<file path="src/rtl/mac_accumulator.sv">
// mac_accumulator: signed multiply-accumulate engine that computes one dot
// product per start request, seeded with a bias, with saturating accumulation.
//
// Ports
//   clk           single clock, rising edge
//   reset         synchronous active-high reset
//   start         one-cycle request to begin a dot product (honoured in IDLE only)
//   len           number of operand pairs, sampled with start
//   bias          signed initial accumulator value, sampled with start
//   in_valid      data_a/data_b pair valid
//   in_ready      pair accepted this cycle when in_valid is also high (ACCUM only)
//   data_a/b      signed operands
//   result        signed dot-product result, held until the next completion
//   result_valid  result holds a completed value (DONE)
//   result_ready  consumer takes the result
//   busy          high outside IDLE
//   overflow      sticky saturation flag, cleared by the next accepted start
//
// state | meaning
// ------+------------------------------------------------------------
// IDLE  | waiting for start; result keeps the last completed value
// ACCUM | accepting operand pairs until len pairs have been summed
// DONE  | result_valid high, waiting for result_ready
module mac_accumulator #(
    parameter int DATA_WIDTH = 18,
    parameter int ACC_WIDTH  = 48,
    parameter int LEN_WIDTH  = 10
) (
    input  logic                  clk,
    input  logic                  reset,
    input  logic                  start,
    input  logic [LEN_WIDTH-1:0]  len,
    input  logic [ACC_WIDTH-1:0]  bias,
    input  logic                  in_valid,
    output logic                  in_ready,
    input  logic [DATA_WIDTH-1:0] data_a,
    input  logic [DATA_WIDTH-1:0] data_b,
    output logic [ACC_WIDTH-1:0]  result,
    output logic                  result_valid,
    input  logic                  result_ready,
    output logic                  busy,
    output logic                  overflow
);

    localparam int PROD_WIDTH = 2 * DATA_WIDTH;
    localparam logic [ACC_WIDTH-1:0] ACC_MAX = {1'b0, {(ACC_WIDTH-1){1'b1}}};
    localparam logic [ACC_WIDTH-1:0] ACC_MIN = {1'b1, {(ACC_WIDTH-1){1'b0}}};

    typedef enum logic [1:0] {
        IDLE  = 2'd0,
        ACCUM = 2'd1,
        DONE  = 2'd2
    } state_t;

    state_t                 state;
    logic [ACC_WIDTH-1:0]   acc;
    logic [LEN_WIDTH-1:0]   count;
    logic [LEN_WIDTH-1:0]   len_q;

    logic signed [PROD_WIDTH-1:0] prod;
    logic [ACC_WIDTH-1:0]   prod_ext;
    logic [ACC_WIDTH-1:0]   sum;
    logic [ACC_WIDTH-1:0]   acc_next;
    logic                   sum_ovf;
    logic                   last_pair;

    // Operands are widened as signed values before the multiply so the
    // product keeps full precision; the signed cast then sign-extends it.
    assign prod     = PROD_WIDTH'($signed(data_a)) * PROD_WIDTH'($signed(data_b));
    assign prod_ext = ACC_WIDTH'(prod);
    assign sum      = acc + prod_ext;

    // Two's-complement overflow: addends share a sign that the sum lost.
    // The direction of saturation follows the sign of the addends.
    assign sum_ovf  = (acc[ACC_WIDTH-1] == prod_ext[ACC_WIDTH-1]) &&
                      (sum[ACC_WIDTH-1] != acc[ACC_WIDTH-1]);
    assign acc_next = sum_ovf ? (acc[ACC_WIDTH-1] ? ACC_MIN : ACC_MAX) : sum;

    // len_q is never zero while in ACCUM, so len_q-1 cannot wrap there.
    assign last_pair = (count == len_q - LEN_WIDTH'(1));

    assign in_ready = (state == ACCUM);
    assign busy     = (state != IDLE);

    always_ff @(posedge clk) begin
        if (reset) begin
            state        <= IDLE;
            acc          <= '0;
            count        <= '0;
            len_q        <= '0;
            result       <= '0;
            result_valid <= 1'b0;
            overflow     <= 1'b0;
        end else begin
            case (state)
                IDLE: begin
                    if (start) begin
                        acc      <= bias;
                        count    <= '0;
                        len_q    <= len;
                        overflow <= 1'b0;
                        if (len == '0) begin
                            result       <= bias;
                            result_valid <= 1'b1;
                            state        <= DONE;
                        end else begin
                            state <= ACCUM;
                        end
                    end
                end
                ACCUM: begin
                    if (in_valid) begin
                        acc   <= acc_next;
                        count <= count + LEN_WIDTH'(1);
                        if (sum_ovf) begin
                            overflow <= 1'b1;
                        end
                        if (last_pair) begin
                            result       <= acc_next;
                            result_valid <= 1'b1;
                            state        <= DONE;
                        end
                    end
                end
                DONE: begin
                    // start is deliberately not looked at here; a start that
                    // coincides with the hand-off is dropped.
                    if (result_ready) begin
                        result_valid <= 1'b0;
                        state        <= IDLE;
                    end
                end
                default: begin
                    state <= IDLE;
                end
            endcase
        end
    end

endmodule
</file>
<file path="config.mk">
export PLATFORM = sky130hd
export DESIGN_NAME = mac_accumulator
export DESIGN_NICKNAME = d
export VERILOG_FILES = /design/src/rtl/mac_accumulator.sv
export SDC_FILE = /design/constraint.sdc
export NUM_CORES = 1
export LEC_CHECK = 0
export CAP_MARGIN = 40
export CORE_MARGIN = 2
export CORE_UTILIZATION = 56
export CTS_CLUSTER_SIZE = 16
export DETAILED_ROUTE_END_ITERATION = 10
export GPL_ROUTABILITY_DRIVEN = 0
export PLACE_DENSITY = 0.8
export SYNTH_ARGS = -nofsm -noshare
export SYNTH_HDL_FRONTEND = slang
export SYNTH_SLANG_ARGS = --single-unit
</file>
<file path="constraint.sdc">
create_clock -name clk -period 10.1 [get_ports clk]
set_input_delay 2.02 -clock clk [delete_from_list [all_inputs] [get_ports clk]]
set_output_delay 2.02 -clock clk [all_outputs]
set_load 0.01 [all_outputs]
</file>
; Word level (Yosys, flattened, before mapping)
; Index checks and enable logic that the tools add are counted.
[word_totals]
regBits = 120
wordCells = 63
[op_classes]
add_sub_neg = 3
n_mul = 1
eq_ne = 11
muxes = 29
n_reduce_logical = 12
[op_table]
columns = op, count
row1 = $mux 48, 8
row2 = $pmux 48 s2, 2
row3 = $add 48x48->48, 1
row4 = $mul 18x18->36, 1
row5 = $mux 10, 2
row6 = $pmux 10 s2, 1
row7 = $add 10x1->10 const B, 1
row8 = $eq 10x10->1, 1
row9 = $logic_not 10->1, 1
row10 = $mux 2, 5
row11 = $sub 10x1->10 const B, 1
row12 = $mux 1, 8
row13 = $ne 2x2->1 const B, 4
row14 = $reduce_and 4->1, 2
row15 = $pmux 2 s3, 1
row16 = $reduce_and 6->1, 1
row17 = $reduce_and 5->1, 1
row18 = $ne 2x1->1 const B, 2
row19 = $reduce_bool 2->1, 2
row20 = $pmux 1 s3, 1
row21 = $reduce_and 3->1, 1
row22 = $reduce_bool 3->1, 1
row23 = $eq 2x1->1 const B, 1
row24 = $eq 2x2->1 const B, 1
row25 = 6 further kinds, 6

; Longest topological paths before layout
; Gate-level depths: netlist (run 1).
[logic_depth]
depth_word = 8
mapped_depth = 39
depth_no_buf = 35

; Least setup slack after synthesis (run 1)
; Ideal clock, no wire load.
[synth_timing]
path_kind = input to register
start = input data_b[3]
end = register acc[25]
t_arrival_ns = 10.083
required_ns = 9.968
setup_slack_ns = -0.115
stages = 34
cell_sequence = clkbuf_1 -> nand2_1 -> fa_1 -> inv_1 -> fa_1 -> inv_1 -> fa_1 -> inv_1 -> fa_1 -> fa_1 -> inv_1 -> fa_1 -> inv_1 -> ha_1 -> a21oi_1 -> o21ai_2 -> a2111oi_4 -> o21ai_1 -> o31a_1 -> nor2_2 -> inv_1 -> ha_1 -> clkbuf_1 -> nand4_1 -> or3_1 -> inv_1 -> o2111ai_1 -> a311o_2 -> o22ai_4 -> nor2_1 -> buf_4 -> buf_2 -> nand3b_1 -> a21oi_1
[synth_via]
elab_chain_cells = 7
elab_cells_between_ends = 8
classes_between = add/sub (1) / mul (1) / eq/ne (2) / mux (3) / reduce/logical (1)
[synth_rtl]
columns = item, line
row1 = from (decl), 37  ; input logic [DATA_WIDTH-1:0] data_b,
row2 = $mul 18x18->36 *, 69  ; assign prod = PROD_WIDTH'($signed(data_a)) * PROD_WIDTH'($signed(data_b));
row3 = $add 48x48->48, 71  ; assign sum = acc + prod_ext;
row4 = $ne 1x1->1, 76  ; (sum[ACC_WIDTH-1] != acc[ACC_WIDTH-1]);
row5 = $logic_and 1x1->1, 75  ; assign sum_ovf = (acc[ACC_WIDTH-1] == prod_ext[ACC_WIDTH-1]) &&
row6 = $mux 48 *, 77  ; assign acc_next = sum_ovf ? (acc[ACC_WIDTH-1] ? ACC_MIN : ACC_MAX) : sum;
row7 = $mux 48 *, 112  ; if (in_valid) begin
row8 = $pmux 48 s2 *, 95  ; case (state)
row9 = to (signal assigned), 98  ; acc <= bias;
row10 = to (signal assigned), 113  ; acc <= acc_next;
row11 = to (decl), 56  ; logic [ACC_WIDTH-1:0] acc;
; Every way passes the cells marked *; elsewhere a longest branch is shown, timed or not. The select of a mux whose other input is x is not followed.
; A chain may end at the register's enable or synchronous reset.

; Final worst setup path (run 1)
[layout_timing]
start = input data_a[6]
end = register acc[4]
[layout_via]
elab_chain_cells = 7
elab_cells_between_ends = 8
classes_between = add/sub (1) / mul (1) / eq/ne (2) / mux (3) / reduce/logical (1)
[layout_rtl]
columns = item, line
row1 = from (decl), 36  ; input logic [DATA_WIDTH-1:0] data_a,
row2 = $mul 18x18->36 *, 69
row3 = $add 48x48->48, 71
row4 = $ne 1x1->1, 76
row5 = $logic_and 1x1->1 *, 75
row6 = $mux 48 *, 77
row7 = $mux 48 *, 112
row8 = $pmux 48 s2 *, 95
; Marked as above.

==> results of run 1 <==
-- tightest hold or removal path, delay by kind of cell (launching register included) --
kind	cells	cell delay (ns)
AO/OA/AOI/OAI	1	0.05
flip-flops	1	0.31
AND/OR/NAND/NOR	1	0.06
-- registers in the layout, indices dropped and copies added (netlist names) --
name          flops
acc              48
result           48
count            10
len_q            10
state             2
overflow          1
result_valid      1
-- cell usage in the layout, fill, tap and decap left out, drive strengths merged, types with 4 or more instances in the layout --
cell	instances
clkbuf	30
o31a	5
xor2	39
a31oi	11
o21ai	82
o22ai	8
o21a	14
a211oi	9
and2	156
clkinvlp	5
a2111oi	5
dlygate4sd2	5
nand3	19
o21bai	12
xnor2	55
inv	379
nor4	7
nor3	86
a21oi	157
o31ai	6
nor2	193
a21o	34
clkdlybuf4s50	113
nor2b	5
nand3b	31
buf	357
o211ai	8
ha	142
and3	12
a221oi	50
a22oi	4
dlymetal6s2s	25
nand4	19
dfxtp	120
nand2	247
clkinv	5
nand2b	13
fa	330
or3	8
-- logic make-up (layout without fill, tap and decap cells) --
family                   Yosys count  in the layout  share of synthesized area, %
multiplexers                       4              4                         0.204
flip-flops                       120            120                          11.8
buffers and inverters            498            921                          9.42
adder cells (fa/ha/maj)          473            473                          41.4
XOR/XNOR                          95             95                          4.17
other                              0              1                             0
AND/OR/NAND/NOR                  803            803                          19.0
AO/OA/AOI/OAI                    433            433                          14.0
-- layout make-up --
type | count | area [µm²] | area share (%)
diodes | 1 | 2.50 | 0.00946
clock buffers | 19 | 453 | 1.71
clock inverters | 13 | 146 | 0.554
inverters | 378 | 1420 | 5.38
multi-input cells | 1808 | 16800 | 63.6
flip-flops and latches | 120 | 2400 | 9.08
well taps | 461 | 577 | 2.18
repair buffers | 511 | 4610 | 17.4
-- how the worst max path moves through the flow --
stage | slack, ns | cells after the start | end | start
2_1_floorplan | 0.003 | 38 | acc[12]$_SDFFE_PP0P_ | data_a[7]
3_3_place_gp | -0.53 | 34 | acc[23]$_SDFFE_PP0P_ | data_b[2]
3_5_place_dp | -0.74 | 34 | acc[42]$_SDFFE_PP0P_ | data_b[2]
4_1_cts | -0.02 | 36 | result[19]$_SDFFE_PP0P_ | data_b[4]
5_1_grt | -0.20 | 34 | acc[31]$_SDFFE_PP0P_ | data_a[7]
6_report | -0.04 | 35 | acc[4]$_SDFFE_PP0P_ | data_a[6]
-- through the flow --
| stage | util, % | hold WS, ns |
|---|---|---|
| after CTS | 70.6 | 0.470 |
| after detailed placement | 68.1 | 0.461 |
| after floorplan | - | 0.446 |
| after global placement | 68.1 | 0.444 |
| final | 74.2 | 0.471 |
| after global routing | 74.2 | 0.491 |
-- per-layer routing --
layer  track usage, %  up-vias  routed length, µm
met2             55.7     1184              32700
li1                 -     8691                  -
met4             12.8        0               3910
met1             38.7     9773              23700
met3             5.15      347               5750
met5                0        -                  0
-- synthesized netlist by cell type, drive strengths merged, types with 12 or more instances --
cell type and count:
nand3 19, buf 19, xor2 39, o21bai 12, nor3 86, nor2 193
and3 12, fa 330, nand2b 13, a21o 34, o21ai 82, nand3b 31
and2 156, clkbuf 101, a21oi 157, ha 142, xnor2 55, o21a 14
nand4 19, nand2 247, a221oi 50, inv 378, dfxtp 120
-- timing repair --
item,4_1_cts,5_1_grt
setup buffers,7,33
gates resized for setup,51,226
cloned,3,13
setup endpoints to repair,96,97
pin swaps,16,96
endpoints found under the hold margin,0,0
==> results.cfg, run 1 <==
[placement]
placedCellCount = 3225
dpl.hpwl_um = 46700
portBuffers = 150
place_ws_ns = -0.739
dpl_cell_area_um2 = 24300

[clock_tree]
numCtsBuffers = 17
postCtsHoldBufs = 0
clock_sinks = 120
htreeDepth = 4
cts_tree = built
clk_latency_ns = 0.44
clock_path_buffers = 2
path_clk_slew_ns = 0.06
root_buffer = clkbuf_16

[logic_synthesis]
synthArstFlopShare_pct = 0
ys_seq_area_share_pct = 11.8
netlist_area_um2 = 20300
synth_cells = 2426
synth_flop_cell = dfxtp_1
ys_top_cells_by_area = fa_1, dfxtp_1, ha_1
netlist.area_leader.share_pct = 32.6
ys_warn_count = 0
ys_seq_elements = 120
avgSynthCellArea_um2 = 8.36
syn_nets = 2997
synth_top_cell_by_area = fa_1
ys_types = 71
synth_edf_count = 0

[worst_setup_path]
reg2reg_setup_slack_ns = 6.01
crit_fanout = 10
cp_slowest_stage_delay_ns = 0.57
reg2reg_to = result[39]$_SDFFE_PP0P_
cp-end-kind = flop
crit_top_cell = fa_1
cp.arrival_ns = 10.45
crit_family = adder cells
slowest_stage = fa_1
required_ns = 10.40
reg2regPathDepth = 9
r2r-start = len_q[2]$_SDFFE_PP0P_
start_kind = input pin
crit_type = input pin to flop
path_buf_inv = 8

[layout]
fin_nets = 3407
syn_to_final_growth_pct = 30.4
fillerInstances = 2279
stdcell_area_um2 = 26400
drive_gt1_share_pct = 20.4
stdcell_count = 3311

[detailed_routing]
drt_first_iter_violations = 1897
via_per_inst = 6.04
dr.pass1.iters = 11
drt_wl_total_um = 66000
routedWlPerCell_um = 19.9
num_vias = 20000
final_antenna_net_count = 0
drcViolationCount = 4

[global_route]
grt_usage_pct = 31.6
grt_pass1_vias = 20000
grt_pass1_wl_um = 97600
grt_max_degree = 69
grt_overflow = 0
antenna_found_initial = 1

[floorplanning]
core_area_um2 = 35700
io-pin-count = 151
core.rowCount = 69
die_h_um = 194
start_util_pct = 56.9
die_area_um2 = 37700
die_w_um = 194

[hold_path]
worstHoldPathCells = 2
whs_endpoint = result[40]$_SDFFE_PP0P_
hold_start = result[40]$_SDFFE_PP0P_
worstHoldPathType = flop to flop

[sta]
maxSlewHeadroom_pct = 34.6
max_freq_mhz = 98.6
fin_crit_sh_pct = 100
finalSetupViolCount = 3
max_slew.worst_pin.slew_ns = 0.978
skew_ns = 0.0100
slew_violations = 0
min_period_ns = 10.14
finalWorstSetupSlack_ns = -0.0436
fin_setup_tns_ns = -0.0659
finalHoldViolations = 0

[status]
violations = DRC, setup timing
status = finished with violations

[job]
maxCapViolCount = 0
Power of run 1 is not shown: default switching activity piles up to over one toggle a cycle in this logic, so the estimate is an artifact.
==> inputs of run 2 (changes only) <==
CAP_MARGIN = 20   (was 40)
CTS_BUF_LIST = sky130_fd_sc_hd__clkbuf_16   (was unset)
==> run 2 against run 1 <==
The run ends with DRC left. Cell area fell by 0.50%. Via count fell by 0.64%. Register-to-register slack improved by 0.12 ns. Clock skew rose by 0.0056 ns. Hold slack got worse by 0.0021 ns.
==> results.cfg, run 2 (synthesis gave the netlist of run 1 again) <==
[floorplanning]
die_h_um = 194
die_w_um = 194
core.rowCount = 69
die_area_um2 = 37700
io-pin-count = 151
start_util_pct = 56.9
core_area_um2 = 35700

[detailed_routing]
final_antenna_net_count = 0
drt_wl_total_um = 64900
num_vias = 19900
routedWlPerCell_um = 19.6
via_per_inst = 6.01
drcViolationCount = 7
drt_first_iter_violations = 1843
dr.pass1.iters = 9

[layout]
final_common_cell = inv_1
drive_gt1_share_pct = 19.9
syn_to_final_growth_pct = 29.7
final_core_util_pct = 73.8
fin_nets = 3404
reg_top3 = acc x48, result x48
stdcell_count = 3306
mostFrequentLayoutCells = inv_1, fa_1, buf_4
n_antenna_cell = 0
stdcell_area_um2 = 26300

[sta]
rsz0062_at_grt = true
max_freq_mhz = 99.7
fin_crit_sh_pct = 99.3
finalWorstSetupSlack_ns = 0.0689
finalHoldViolations = 0
skew_ns = 0.0156
finalSetupViolCount = 0
maxSlewHeadroom_pct = 39.0
max_slew.worst_pin.slew_ns = 0.911
min_period_ns = 10.03
slew_violations = 0

[global_route]
grt_max_degree = 69
grt_pass1_wl_um = 96400
grt_overflow = 0
grt_usage_pct = 31.2
antenna_found_initial = 0
grt_pass1_vias = 20000

[worst_setup_path]
slowest_stage = fa_1
cp.arrival_ns = 10.32
crit_cells = 36
reg2reg_to = result[39]$_SDFFE_PP0P_
crit_top_cell = fa_1
crit_fanout = 15
required_ns = 10.39
reg2regPathDepth = 12
start_kind = input pin
cp-end-kind = flop
path_buf_inv = 13
r2r-start = len_q[0]$_SDFFE_PP0P_
crit_type = input pin to flop
reg2reg_setup_slack_ns = 6.13
cp_slowest_stage_delay_ns = 0.53
crit_family = adder cells

[clock_tree]
clock_sinks = 120
clock_path_buffers = 2
clk_latency_ns = 0.43
cts_tree = built
root_buffer = clkbuf_16
path_clk_slew_ns = 0.06
numCtsBuffers = 17
htreeDepth = 4
postCtsHoldBufs = 0

[placement]
dpl.hpwl_um = 46700
placedCellCount = 3224
dpl_cell_area_um2 = 24300
place_ws_ns = -0.706
portBuffers = 150

[hold_path]
worstHoldPathType = flop to flop
hold_start = result[40]$_SDFFE_PP0P_
worstHoldPathCells = 2
whs_endpoint = result[40]$_SDFFE_PP0P_

[status]
violations = DRC
status = finished with violations

[job]
maxCapViolCount = 0
==> run 2: cell type report <==
type                    count  area (µm²)
well taps                 461         577
repair buffers            508        4650
flip-flops and latches    120        2400
multi-input cells        1808       16700
fillers                  2317        9350
clock buffers              17         425
clock inverters            14         114
inverters                 378        1430
==> run 2: per-layer routing <==
metal | track usage (%) | vias up | part of all wire, %
met3 | 4.34 | 348 | 8.0
met4 | 12.6 | 0 | 5.5
li1 | - | 8677 | -
met2 | 54.6 | 1183 | 50
met1 | 38.9 | 9659 | 37
met5 | 0 | - | 0
==> run 2: worst max-delay path by stage <==
| stage | start | end | slack (ns) |
|---|---|---|---|
| 2_1_floorplan | data_a[7] | acc[12]$_SDFFE_PP0P_ | 0.003 |
| 3_3_place_gp | data_b[2] | acc[23]$_SDFFE_PP0P_ | -0.53 |
| 3_5_place_dp | data_b[2] | acc[42]$_SDFFE_PP0P_ | -0.71 |
| 4_1_cts | data_b[4] | acc[13]$_SDFFE_PP0P_ | -0.003 |
| 5_1_grt | data_b[5] | acc[26]$_SDFFE_PP0P_ | -0.16 |
| 6_report | data_b[1] | acc[26]$_SDFFE_PP0P_ | 0.07 |
==> run 2: what timing repair did <==
| action | CTS | global route |
|---|---|---|
| setup endpoints to repair | 96 | 97 |
| setup buffers | 3 | 34 |
| gates cloned | 2 | 13 |
| pin swaps | 13 | 97 |
| resized for setup | 33 | 245 |
==> run 2: worst register-to-register path: stages, from the launching register on <==
cell,delay [ns]
dfxtp_1,0.43
inv_1,0.07
ha_1,0.30
and2_0,0.19
o21ai_0,0.16
o311ai_0,0.17
o41ai_1,0.13
nand3_1,0.13
a221oi_1,0.64
o21ai_4,0.38
buf_4,0.48
or4_1,0.66
a31oi_1,0.15
==> run 2: stage by stage <==
step | hold WS (ns) | setup TNS [ns]
floorplan | 0.446 | 0
global placement | 0.444 | -43.42
detailed placement | 0.461 | -60.08
CTS | 0.469 | -0.00739
global route | 0.500 | -4.95
finish | 0.468 | 0
Power of run 2 is left out for the same reason.
